### config.mk
export PLATFORM = sky130hd
export DESIGN_NAME = instr_fetch_issue
export DESIGN_NICKNAME = d
export VERILOG_FILES = /design/src/rtl/instr_fetch_issue.sv
export SDC_FILE = /design/constraint.sdc
export NUM_CORES = 1
export LEC_CHECK = 0
export ABC_AREA = 1
export CAP_MARGIN = 20
export CORE_ASPECT_RATIO = 0.75
export CORE_MARGIN = 2
export CORE_UTILIZATION = 45
export DETAILED_ROUTE_END_ITERATION = 8
export PLACE_DENSITY_LB_ADDON = 0.15
export SLEW_MARGIN = 20
export SYNTH_ARGS = -nofsm -noshare
export SYNTH_HDL_FRONTEND = slang
export SYNTH_SLANG_ARGS = --single-unit
### constraint.sdc
create_clock -name clk -period 6.2 [get_ports clk]
set_input_delay 0.62 -clock clk [delete_from_list [all_inputs] [get_ports clk]]
set_output_delay 0.62 -clock clk [all_outputs]
set_load 0.01 [all_outputs]
### src/rtl/instr_fetch_issue.sv
`default_nettype none
// ---------------------------------------------------------------------------
// instr_fetch_issue : instruction prefetch FIFO feeding the decoder one
//                     instruction at a time, stopping at a halt word.
// Revision: 1.0
// ---------------------------------------------------------------------------
module instr_fetch_issue #(
  parameter int                ADDR_W     = 8,
  parameter int                FIFO_DEPTH = 4,
  parameter logic [ADDR_W-1:0] RESET_PC   = '0,
  parameter logic [31:0]       HALT_WORD  = 32'h00000073
) (
  input  logic                          clk,
  input  logic                          rst,
  input  logic                          start,
  output logic                          imem_en,
  output logic [ADDR_W-1:0]             imem_addr,
  input  logic [31:0]                   imem_rdata,
  output logic [31:0]                   instruction,
  output logic                          rdy_bsy,
  input  logic                          dec_done,
  output logic [ADDR_W-1:0]             pc_out,
  output logic [$clog2(FIFO_DEPTH):0]   fifo_count,
  output logic                          halted
);

  localparam int PTR_W = $clog2(FIFO_DEPTH);
  localparam int CNT_W = PTR_W + 1;

  localparam logic [1:0] S_IDLE = 2'd0;
  localparam logic [1:0] S_RUN  = 2'd1;
  localparam logic [1:0] S_STOP = 2'd2;

  localparam logic [0:0] I_IDLE = 1'b0;
  localparam logic [0:0] I_WAIT = 1'b1;

  logic [1:0]        fstate_q, fstate_d;
  logic [0:0]        istate_q;
  logic [ADDR_W-1:0] pc_q;
  logic              pending_q;
  logic [31:0]       fifo_q [FIFO_DEPTH];
  logic [PTR_W-1:0]  wptr_q, rptr_q;
  logic [CNT_W-1:0]  count_q;
  logic [31:0]       instr_q;
  logic              rdy_q;

  logic [CNT_W:0]    w_occ;
  logic              w_room, w_ret, w_halt, w_push, w_req, w_pop;

  // Outstanding read counts against capacity so a push can never hit a full FIFO.
  assign w_occ  = {1'b0, count_q} + (CNT_W+1)'(pending_q);
  assign w_room = w_occ < (CNT_W+1)'(FIFO_DEPTH);
  assign w_ret  = pending_q && (fstate_q == S_RUN);
  assign w_halt = w_ret && (imem_rdata == HALT_WORD);
  assign w_push = w_ret && !w_halt;
  assign w_req  = (fstate_q == S_RUN) && !w_halt && w_room;
  assign w_pop  = (istate_q == I_IDLE) && (count_q != '0);

  always_comb begin
    fstate_d = fstate_q;
    case (fstate_q)
      S_IDLE:  if (start) fstate_d = S_RUN;
      S_RUN:   if (w_halt) fstate_d = S_STOP;
      default: fstate_d = fstate_q;
    endcase
  end

  always_ff @(posedge clk) begin
    if (!rst) begin
      fstate_q  <= S_IDLE;
      istate_q  <= I_IDLE;
      pc_q      <= RESET_PC;
      pending_q <= 1'b0;
      wptr_q    <= '0;
      rptr_q    <= '0;
      count_q   <= '0;
      instr_q   <= '0;
      rdy_q     <= 1'b0;
    end else begin
      fstate_q  <= fstate_d;
      pending_q <= w_req;
      if (w_req) pc_q <= pc_q + 1'b1;
      if (w_push) wptr_q <= wptr_q + 1'b1;
      if (w_pop) rptr_q <= rptr_q + 1'b1;
      case ({w_push, w_pop})
        2'b10:   count_q <= count_q + 1'b1;
        2'b01:   count_q <= count_q - 1'b1;
        default: count_q <= count_q;
      endcase
      rdy_q <= w_pop;
      if (w_pop) begin
        instr_q  <= fifo_q[rptr_q];
        istate_q <= I_WAIT;
      end else if ((istate_q == I_WAIT) && dec_done) begin
        istate_q <= I_IDLE;
      end
    end
  end

  always_ff @(posedge clk) begin
    if (w_push) fifo_q[wptr_q] <= imem_rdata;
  end

  assign imem_en     = w_req;
  assign imem_addr   = pc_q;
  assign pc_out      = pc_q;
  assign fifo_count  = count_q;
  assign instruction = instr_q;
  assign rdy_bsy     = rdy_q;
  assign halted      = (fstate_q == S_STOP) && (count_q == '0) && (istate_q == I_IDLE);

endmodule
`default_nettype wire

==> results.md <==
• 0 — setup repair bufs after CTS
• input port — startpoint type of the worst setup path
• 0.549 — share of the clock period used by the worst path
• 0 — grt ovf
• 9.24 mm — hpwl dp
• 90 — Ports
• rptr_q[0] — origin of the critical flop-to-flop path
• sky130_fd_sc_hd__clkbuf_16 — Root Buffer
• sky130_fd_sc_hd__clkdlybuf4s50_1 — highest-delay cell along the critical path
• flop to flop — worst hold path type
• 3670 ps — register-to-register setup slack
• 755 — fin nets
• 0 — antenna violations before repair
• done — CTS tree
• 0 — count of endpoints failing hold in the final timing report
• 335 — violation count after the first detailed-route iteration
• 0 — final number of max-transition violations
• 975 ps — slew at the pin with the worst max-slew slack
• 294 MHz — timing-limited maximum frequency
• 510 ps — Worst path max stage delay
• 0 — # Max-Cap Violations
• output pin — type of element capturing the critical path
• imem_rdata[26] — startpoint of the most critical setup path
• 0.463 — effective utilization at floorplan
• 385 nW/µm² — ratio of total power to cell area
• 128 — number of enable flip-flop cells after synthesis
• no — setup repair after global routing missed its margin
• 89 — Buffers on Ports
• 0 — CTS resizes
• 430 ps — clock insertion delay at the later pin of the skew report
• 0 — cts-stage hold buffer count
• 3 — Crit path buffers/inverters
• 113 µm — height of the chip
• 149 µm — DIE WIDTH
• 15.8 mm — total wirelength of the detailed-routed design
• 0.542 — area fraction of the dominant cell type after synthesis
• 0.215 mV — Worst VDD drop
• sky130_fd_sc_hd__nor2_1 (155), sky130_fd_sc_hd__edfxtp_1 (128), sky130_fd_sc_hd__o21ai_0 (81) — ranking of synthesized cells by instance count
• 1314 — number of filler instances in the final layout
• 2 — clock buffer depth
• 180 — flip-flop and latch count after synthesis
• 2780 ps — arrival time of the worst setup path
• 0 — number of nets with antenna violations after detailed routing
• 0.746 — routability congestion estimate from global placement
• 16800 µm² — Total Die Area
• 639 — cell count after synthesis
• 25.0 mm — global-route wire length before repair
• 0.350 — Rel. slew slack
• 682 — post-synth net total
• instruction[6] — critical register-to-register path endpoint
• 2.98 nW — Leak Pwr
• 15300 µm² — core region area
• complete, no violations — status
• 4 — number of H-tree levels
• 11.1 µm² — average instance area after synthesis
• 0 — synthesis warning total
• sky130_fd_sc_hd__edfxtp_1 — leading area contributor after synthesis
• 2860 ps — Setup WS pre-CTS
• 32 — post-synth cell types
• 0 — endpoints failing setup
• 7090 µm² — synthesized area
• 180 — clock sink total
• 0.689 — sequential fraction of the synthesis area
• 68 — maximum number of pins on one net before global-route repair
• 5580 ps — critical path data required time
• 3400 ps — shortest clock period the worst path allows after layout
• input port to output pin — start-to-end type of the worst setup path
• sky130_fd_sc_hd__edfxtp_1 — commonest register cell after synthesis
• 5 — length in cells of the worst reg-to-reg path
• fstate_q[1] — HP Start
• 20.9% — area grow syn2layout
• 17 — TritonCTS buffer count
• sky130_fd_sc_hd__nor2_1 — most common cell in the synthesized netlist
• 2800 ps — post-layout worst setup margin
• 4765 — via count of the routed design
• 0.197 — global router's overall resource usage
• 0 — DRC
• 60 ps — register clock-pin slew on the reported worst setup and hold paths
• 17.0 µm — Wirelength per Cell
• 2 — Hold Path Depth
• sky130_fd_sc_hd__clkdlybuf4s50_1 — most prevalent standard cell on the critical path
• clkdlybuf4s50_1, nor2_1, and2_0, nand2_1, nor2_2, nand3_2, nand2_4, inv_4, clkdlybuf4s50_1 — critical path, cell by cell
• fstate_q[1] — hold endpoint
• 0.0731 — ratio of cells with drive above 1 in the final layout
• 11 — maximum fanout count along the critical path
• 4534 — vias in the first global route
• 9.62 ps — final setup skew
• 5.12 — per-cell via count in the routed design
• 0 ps — Setup TNS
• 39 — cell row count
• simple AND/OR/NAND/NOR gates — family of cells with the greatest summed delay on the critical path
• 4 — number of iterations in the first detailed-routing pass
• 0 — async set or reset register ratio after synthesis
• sky130_fd_sc_hd__edfxtp_1 (54%), sky130_fd_sc_hd__dfxtp_1 (15%), sky130_fd_sc_hd__nor2_1 (8.2%) — Synth area leaders
-- routing by layer --
layer / wire length (µm) / part of all wire / vias up / track usage
li1: - / - / 2341 / -
met1: 7600 / 0.48 / 2287 / 0.281
met2: 7140 / 0.45 / 128 / 0.302
met3: 953 / 0.060 / 9 / 0.0516
met4: 144 / 0.0091 / 0 / 0.0565
met5: 0 / 0 / - / 0
-- stage by stage --
step                area, µm²  hold slack [ps]  power (mW)  instances  utilization
floorplan                7090              457        2.04        639            -
global placement         8070              473        2.38        898        0.527
detailed placement       8070              482        2.39        898        0.527
CTS                      8570              491        3.32        930        0.560
global route             8570              528        3.48        930        0.560
finish                   8580              487        3.30        931        0.560
-- worst min-delay path, stage by stage, from the launching register on --
cell                      delay [ps]
sky130_fd_sc_hd__dfxtp_1         310
sky130_fd_sc_hd__inv_2            70
sky130_fd_sc_hd__a21oi_1          60
-- how the worst max path moves through the flow --
stage                   end  slack [ps]  cells past startpoint
2_1_floorplan  fifo_q[0][0]        3370                      7
3_3_place_gp        imem_en        2870                      9
4_1_cts             imem_en        2850                      9
3_5_place_dp   fifo_q[3][2]        2860                     10
6_report            imem_en        2800                      9
5_1_grt             imem_en        2700                      9
-- cell type report --
type | instances | area, µm² | share of cell area
repair buffers | 96 | 938 | 0.109
inverters | 42 | 160 | 0.0187
diodes | 1 | 2.50 | 0.000292
flip-flops and latches | 180 | 4890 | 0.570
well taps | 205 | 256 | 0.0299
clock buffers | 20 | 437 | 0.0509
clock inverters | 12 | 66.3 | 0.00773
multi-input cells | 375 | 1830 | 0.213
-- placed cells by master, fill, tap and decap left out, types with 3 or more instances in the layout --
cell,n
sky130_fd_sc_hd__clkinv_1,4
sky130_fd_sc_hd__nand2_1,32
sky130_fd_sc_hd__clkinvlp_4,3
sky130_fd_sc_hd__a21oi_1,15
sky130_fd_sc_hd__clkdlybuf4s50_1,88
sky130_fd_sc_hd__nand3_1,10
sky130_fd_sc_hd__buf_4,7
sky130_fd_sc_hd__xor2_1,3
sky130_fd_sc_hd__dfxtp_1,50
sky130_fd_sc_hd__o21ai_0,81
sky130_fd_sc_hd__clkbuf_16,17
sky130_fd_sc_hd__o21ai_1,22
sky130_fd_sc_hd__nor2_1,150
sky130_fd_sc_hd__edfxtp_1,128
sky130_fd_sc_hd__inv_1,39
sky130_fd_sc_hd__clkbuf_1,3
sky130_fd_sc_hd__ha_1,6
sky130_fd_sc_hd__clkinv_2,4
sky130_fd_sc_hd__nor2_2,7
sky130_fd_sc_hd__a31oi_1,32
-- kinds of logic after synthesis --
logic type | Yosys count | share of synthesized area
XOR/XNOR | 5 | 0.00618
AND/OR/NAND/NOR | 213 | 0.124
buffers and inverters | 84 | 0.0558
flip-flops | 180 | 0.689
adder cells (fa/ha/maj) | 7 | 0.0134
AO/OA/AOI/OAI | 150 | 0.112
-- power breakdown --
group          internal [mW]  leakage [nW]  switching (mW)
sequential              1.40          1.58          0.0916
combinational          0.351          1.16           0.527
clock                  0.503         0.240           0.432
-- flip-flops by register name (all words and copies together), names as in the netlist --
signal,count
fifo_q,128
instruction,32
imem_addr,8
fifo_count,3
fstate_q,2
rptr_q,2
wptr_q,2
istate_q,1
pending_q,1
rdy_bsy,1
No activity file was read; power rests on OpenSTA's default activity.
